<file path="src/rtl/fetch_pkg.sv">
// Shared constants and payload types for the instruction fetch stage.
package fetch_pkg;
  localparam int unsigned ADDR_W = 19;
  localparam int unsigned DATA_W = 19;
  localparam int unsigned OPC_HI = 18;
  localparam int unsigned OPC_LO = 15;
  localparam logic [3:0]  OP_JMP = 4'b1111;

  typedef struct packed {
    logic [ADDR_W-1:0] pc;
    logic [DATA_W-1:0] word;
  } fetch_entry_t;

  function automatic logic [3:0] opcode_of(input logic [DATA_W-1:0] word);
    return word[OPC_HI:OPC_LO];
  endfunction

  function automatic logic is_jmp(input logic [DATA_W-1:0] word);
    return opcode_of(word) == OP_JMP;
  endfunction
endpackage

</file>
<file path="src/rtl/fetch_fifo.sv">
// Prefetch FIFO of {pc, word} entries with a synchronous flush.
module fetch_fifo
  import fetch_pkg::*;
#(
  parameter int unsigned DEPTH = 4,
  localparam int unsigned PW = $clog2(DEPTH),
  localparam int unsigned CW = $clog2(DEPTH + 1)
) (
  input  logic         clk,
  input  logic         reset,
  input  logic         flush,
  input  logic         push,
  input  fetch_entry_t push_data,
  input  logic         pop,
  output fetch_entry_t head,
  output logic         valid,
  output logic [CW-1:0] count
);
  fetch_entry_t  mem [DEPTH];
  logic [PW-1:0] rd_ptr;
  logic [PW-1:0] wr_ptr;

  // Pointers wrap naturally at the power-of-two depth; count tells full from empty.
  always_ff @(posedge clk) begin
    if (reset || flush) begin
      rd_ptr <= '0;
      wr_ptr <= '0;
      count  <= '0;
    end else begin
      if (push) begin
        mem[wr_ptr] <= push_data;
        wr_ptr      <= wr_ptr + PW'(1);
      end
      if (pop) rd_ptr <= rd_ptr + PW'(1);
      count <= count + CW'(push) - CW'(pop);
    end
  end

  assign valid = (count != '0);
  assign head  = valid ? mem[rd_ptr] : '0;
endmodule

</file>
<file path="src/rtl/instr_fetch_unit.sv">
// Fetch stage: credit-limited sequential requests, in-order response tracking, redirect flush.
module instr_fetch_unit
  import fetch_pkg::*;
#(
  parameter int unsigned       DEPTH    = 4,
  parameter logic [ADDR_W-1:0] RESET_PC = '0
) (
  input  logic              clk,
  input  logic              reset,
  output logic              mem_req,
  output logic [ADDR_W-1:0] mem_addr,
  input  logic              mem_gnt,
  input  logic              mem_rvalid,
  input  logic [DATA_W-1:0] mem_rdata,
  input  logic              redirect,
  input  logic [ADDR_W-1:0] redirect_pc,
  output logic              instr_valid,
  input  logic              instr_ready,
  output logic [DATA_W-1:0] instr,
  output logic [ADDR_W-1:0] instr_pc
);
  localparam int unsigned CW = $clog2(DEPTH + 1);

  logic [ADDR_W-1:0] fetch_pc;
  logic [ADDR_W-1:0] ret_pc;
  logic [CW-1:0]     outstanding;
  logic [CW-1:0]     outstanding_next;
  logic [CW-1:0]     discard;
  logic [CW-1:0]     count;
  logic [CW:0]       credit_used;
  logic              grant;
  logic              resp;
  logic              push;
  logic              pop;
  fetch_entry_t      push_data;
  fetch_entry_t      head;

  // Occupancy plus in-flight requests never exceeds DEPTH, so the FIFO cannot overflow.
  always_comb begin
    credit_used      = (CW+1)'(count) + (CW+1)'(outstanding);
    mem_req          = !reset && !redirect && (credit_used < (CW+1)'(DEPTH));
    grant            = mem_req && mem_gnt;
    resp             = mem_rvalid && (outstanding != '0);
    push             = resp && (discard == '0) && !redirect;
    pop              = instr_valid && instr_ready && !redirect;
    outstanding_next = outstanding + CW'(grant) - CW'(resp);
    push_data        = '{pc: ret_pc, word: mem_rdata};
  end

  always_ff @(posedge clk) begin
    if (reset) begin
      fetch_pc    <= RESET_PC;
      ret_pc      <= RESET_PC;
      outstanding <= '0;
      discard     <= '0;
    end else begin
      outstanding <= outstanding_next;
      if (redirect) begin
        // Every response still owed after this cycle belongs to the old stream.
        fetch_pc <= redirect_pc;
        ret_pc   <= redirect_pc;
        discard  <= outstanding_next;
      end else begin
        if (grant) fetch_pc <= fetch_pc + ADDR_W'(1);
        if (resp) begin
          if (discard != '0) discard <= discard - CW'(1);
          else               ret_pc  <= ret_pc + ADDR_W'(1);
        end
      end
    end
  end

  fetch_fifo #(.DEPTH(DEPTH)) u_fifo (
    .clk       (clk),
    .reset     (reset),
    .flush     (redirect),
    .push      (push),
    .push_data (push_data),
    .pop       (pop),
    .head      (head),
    .valid     (instr_valid),
    .count     (count)
  );

  assign mem_addr = fetch_pc;
  assign instr    = head.word;
  assign instr_pc = head.pc;
endmodule

</file>
<file path="config.mk">
export PLATFORM = sky130hd
export DESIGN_NAME = instr_fetch_unit
export DESIGN_NICKNAME = d
export VERILOG_FILES = /design/src/rtl/fetch_pkg.sv /design/src/rtl/fetch_fifo.sv /design/src/rtl/instr_fetch_unit.sv
export SDC_FILE = /design/constraint.sdc
export NUM_CORES = 1
export LEC_CHECK = 0
export CORE_ASPECT_RATIO = 2
export CORE_MARGIN = 8
export CORE_UTILIZATION = 55
export CTS_CLUSTER_DIAMETER = 40
export CTS_CLUSTER_SIZE = 10
export DETAILED_ROUTE_END_ITERATION = 10
export PLACE_DENSITY = 0.81
export SLEW_MARGIN = 20
export SYNTH_ARGS = -nofsm -noshare
export SYNTH_HDL_FRONTEND = slang
export SYNTH_SLANG_ARGS = --single-unit
</file>
<file path="constraint.sdc">
create_clock -name clk -period 3.4 [get_ports clk]
set_input_delay 0.68 -clock clk [delete_from_list [all_inputs] [get_ports clk]]
set_output_delay 0.68 -clock clk [all_outputs]
set_load 0.01 [all_outputs]
</file>
# == After elaboration in Yosys (flattened, before gate mapping) ==
# Memories as Yosys holds them, arrays and structs flattened. A register that Yosys moved wholly into a read port is not among the register bits.
# Cells that the tools add are included.
# word_totals
n_memories,1
input_bits,44
register_bits,51
mem_bits_rw,152
wordCells,54
# mem_list
name,depth,width,read_ports,rd_ports_with_merged_regs,wr,line_no,source
u_fifo.mem,4,38,1,1,1,fetch_fifo.sv:19,fetch_entry_t mem [DEPTH];
# classes
order_cmp,1
n_reduce_logical,20
addsub,10
eq_ne,1
muxes,14
# ops
cell,n
two-way mux 19 bit,5
"adder 19 x 1 -> 19 bit, second input constant",2
two-way mux 38 bit,1
two-way mux 3 bit,3
nonzero test 3 bit,3
logical AND 1 bit,8
adder 3 x 1 -> 3 bit,2
nonzero test 2 bit,3
subtractor 3 x 1 -> 3 bit,2
"adder 2 x 1 -> 2 bit, second input constant",2
adder 3 x 3 -> 4 bit,1
"less-than comparator 4 x 3 -> 1 bit, second input constant",1
two-way mux 2 bit,2
AND reduction 2 bit,2
zero test 3 bit,1
two-way mux 1 bit,3
"subtractor 3 x 1 -> 3 bit, second input constant",1
zero test 1 bit,2
"!= test 2 bit, second input constant",1
logical OR 1 bit,1

# == Logic depth before layout (Yosys ltp) ==
# depth
depth_word,7
depth_mapped,13
mapped_depth_nobuf,11

# == Modules after synthesis ==
# A second synthesis with hierarchy kept.
# unflattened
hier_cells,591
area_unflattened_um2,8740.9
# modules_own_cells
module,area_each_um2,instances,cells_each,seq_area_each_um2
fetch_fifo,6195.9,1,284,4744.6
instr_fetch_unit,2544.9,1,307,880.8

# == Worst setup path before layout ==
# Ideal clock, no wire load.
# synth_path
path_kind,in2reg
start,in redirect
end,reg discard[2]
stages,13
required_time_ns,3.314
slack_ns,0.718
arrival_time_ns,2.596
setup_ns,0.086
cell_sequence,buf_4 > nor2_8 > and4_1 > buf_4 > inv_2 > buf_6 > ha_1 > inv_1 > ha_1 > inv_1 > fa_1 > xnor2_1 > a211oi_1
# synth_between
elab_chain_len,7
# synth_rtl
element,line_no,source
from (decl),instr_fetch_unit.sv:15,"input logic redirect,"
zero test 1 bit,instr_fetch_unit.sv:41,mem_req = !reset && !redirect && (credit_used < (CW+1)'(DEPTH));
logical AND 1 bit (2 in series),instr_fetch_unit.sv:41,
logical AND 1 bit,instr_fetch_unit.sv:42,grant = mem_req && mem_gnt;
adder 3 x 1 -> 3 bit,instr_fetch_unit.sv:46,outstanding_next = outstanding + CW'(grant) - CW'(resp);
subtractor 3 x 1 -> 3 bit,instr_fetch_unit.sv:46,
two-way mux 3 bit,instr_fetch_unit.sv:58,if (redirect) begin
to (signal assigned),instr_fetch_unit.sv:62,discard <= outstanding_next;
to (signal assigned),instr_fetch_unit.sv:66,if (discard != '0) discard <= discard - CW'(1);
to (decl),instr_fetch_unit.sv:28,logic [CW-1:0] discard;
# Parallel ways exist; a longest one is shown, timed or not.
# A chain may end at the register's enable or synchronous reset.

==> results.cfg <==
[run_status]
result_of_the_run = complete, no violations

[route]
wl_per_cell_um = 18.55
detail_route.iter0.violations = 302
postRouteWirelength_um = 16900
detail-route-antenna-nets = 0
drt_drc_violations_left = 0
vias = 5048
drt_pre_antenna_iters = 4
viasPerCell = 5.541

[logic_synthesis]
yosys_warnings = 0
synth_cells = 576
synth-edff-count = 152
syn-mean-instance-area_um2 = 15.06
synth_nets = 636
syn_area_um2 = 8676
synth_flop_cell = edfxtp_1
postSynthRegisterBits = 205
synth.lib_cells_used.distinct = 51
synth-async-reset-ratio = 0
sequential_fraction_of_the_synthesis_area = 0.6484

[cells_and_area]
ratio_of_cells_with_drive_above_1_in_the_final_layout = 0.1451
finish.net_count = 752
diodes = 0
mostFrequentLayoutCell = edfxtp_1
area_growth_pct = 23.33
most_frequent_cells_in_the_layout = edfxtp_1 (152), clkdlybuf4s50_1 (102), dfxtp_1 (52)

[power]
power.density_cell_area_nw_per_um2 = 550.5
static-leakage-power_uw = 0.003575
peakVddDrop_v = 0.0004860

[global_route]
initial_antenna_violation_count = 0
grt_pass1_vias = 5383
overflow = 0
grt.total_usage = 0.1656
grt_start_max_net_pins = 41
grt_pass1_wl_um = 27360

[sta]
tightestPinTransition_ns = 0.6124
report.final.slew_viol_count = 0
report.final.setup_viol = 0
skew_ns = 0.01197
fmax_mhz = 311.0
setup_repair_after_global_routing_missed_its_margin = no
fin_tns_setup_ns = 0
timing.final.ws_setup_ns = 0.1850
fin_crit_ns = 3.215
hold_violations = 0
final.period_utilization = 0.9456
maxSlewHeadroom = 0.5911

[floorplan]
floorplan.initialDensity = 0.5556
design.die.area_um2 = 20290
floorplan.core_area_um2 = 15620
io-pin-count = 103
rows = 65
die_width_um = 104.8
die_height_um = 193.6

[worst_setup_path]
crit_arrival_ns = 2.53
setup.worst_path.class = reg -> out
timing.critical_path.from_type = register
path_max_fanout = 18
crit_required_ns = 2.72
critical_path.endpoint_type = output port

[cts]
postCtsResizedCells = 0
clk_lat_worst_skew_ns = 0.50
clock_tree.root_cell = clkbuf_16
cts.htree.levels = 1
max-clock-path-buffers = 3
clock_tree_from_tritoncts = built
cts_hold_buffers = 0
cts_post_setup_buffers_inserted = 0
clk_pin_slew_ns = 0.05
clkSinkCount = 205
cts-buffers-inserted = 24

[job]
max_cap_violations = 0

[min_path]
holdCritPathClass = reg -> reg

[place]
place_ws_ns = 0.3920
place.gp.congestion = 0.8567
dp_hpwl_um = 10910
port_buffers = 102
[layer usage]
layer	up-vias	routed length, um	GRT usage
met4	0	385	0.06124
met2	161	8749	0.2905
met5	-	0	0
met1	2467	6873	0.1963
li1	2388	-	-
met3	32	886	0.02996
[worst paths after layout]
check	startpoint	slack [ns]	cells after the start	to
max	register	0.19	4	instr_pc[2]
min	mem_addr[18]	0.52	2	mem_addr[18]
max reg2reg	outstanding[2]	0.91	11	discard[2]
min reg2reg	mem_addr[18]	0.52	2	mem_addr[18]
[report_power, final]
part / internal [uW] / switching, uW / total (uW)
Combinational: 349 / 355 / 703
Sequential: 2800 / 106 / 2910
Clock: 1380 / 893 / 2280
[synth_stat cells, types with 2 or more instances]
| cell | n | share of area |
|---|---|---|
| a211oi_1 | 7 | 0.0061 |
| a21boi_0 | 18 | 0.016 |
| a21boi_1 | 5 | 0.0043 |
| a21oi_1 | 18 | 0.010 |
| a31oi_1 | 7 | 0.0050 |
| and2_1 | 4 | 0.0029 |
| and3_1 | 10 | 0.0072 |
| and4_1 | 3 | 0.0030 |
| and4_4 | 2 | 0.0026 |
| buf_2 | 5 | 0.0029 |
| buf_4 | 2 | 0.0017 |
| buf_6 | 2 | 0.0026 |
| clkbuf_1 | 18 | 0.0078 |
| dfxtp_1 | 53 | 0.12 |
| edfxtp_1 | 152 | 0.53 |
| fa_1 | 2 | 0.0046 |
| ha_1 | 14 | 0.020 |
| inv_1 | 26 | 0.011 |
| mux4_2 | 38 | 0.099 |
| nand2_1 | 25 | 0.011 |
| nand3_1 | 16 | 0.0092 |
| nand4_1 | 7 | 0.0050 |
| nor2_1 | 25 | 0.011 |
| nor2b_1 | 40 | 0.029 |
| nor3_1 | 6 | 0.0035 |
| nor4_2 | 2 | 0.0029 |
| nor4_4 | 2 | 0.0049 |
| o21ai_0 | 6 | 0.0035 |
| or3_1 | 2 | 0.0014 |
| xnor2_1 | 18 | 0.018 |
| xor2_1 | 21 | 0.021 |
[logic make-up after synthesis]
family / share of synthesized area
flip-flops: 0.6484
XOR/XNOR: 0.03937
buffers and inverters: 0.02668
multiplexers: 0.09980
AND/OR/NAND/NOR: 0.1090
adder cells (fa/ha/maj): 0.02481
AO/OA/AOI/OAI: 0.05192
[through the flow]
| stage | hold slack [ns] | area, um^2 | total power [uW] | instances | util |
|---|---|---|---|---|---|
| final | 0.5222 | 10700 | 5890 | 911 | 0.6853 |
| after floorplan | 0.4797 | 8676 | 3372 | 576 | - |
| after detailed placement | 0.5008 | 9992 | 3658 | 867 | 0.6399 |
| after global routing | 0.5402 | 10700 | 6100 | 911 | 0.6853 |
| after global placement | 0.5009 | 9992 | 3637 | 867 | 0.6399 |
| after CTS | 0.5191 | 10700 | 5937 | 911 | 0.6853 |
[cell type report]
| cell class | count | area (um^2) |
|---|---|---|
| fillers | 1049 | 4915 |
| inverters | 27 | 101.3 |
| well taps | 201 | 251.5 |
| flip-flops and latches | 205 | 5627 |
| clock inverters | 1 | 5.005 |
| clock buffers | 43 | 703.2 |
| repair buffers | 117 | 1184 |
| multi-input cells | 317 | 2829 |
[critical path: stages (launching register included)]
cell,delay [ns]
dfxtp_2,0.59
buf_12,0.25
mux4_2,0.53
nor2b_1,0.15
clkdlybuf4s50_1,0.50
[flip-flops by register name, indices dropped and copies added (netlist names), named ones only]
| signal | flops |
|---|---|
| outstanding | 3 |
| u_fifo.mem | 152 |
| u_fifo.wr_ptr | 2 |
| discard | 3 |
| u_fifo.rd_ptr | 2 |
| u_fifo.count | 3 |
| ret_pc | 19 |
| mem_addr | 19 |
Note: power is estimated with default switching activity, not from simulation.
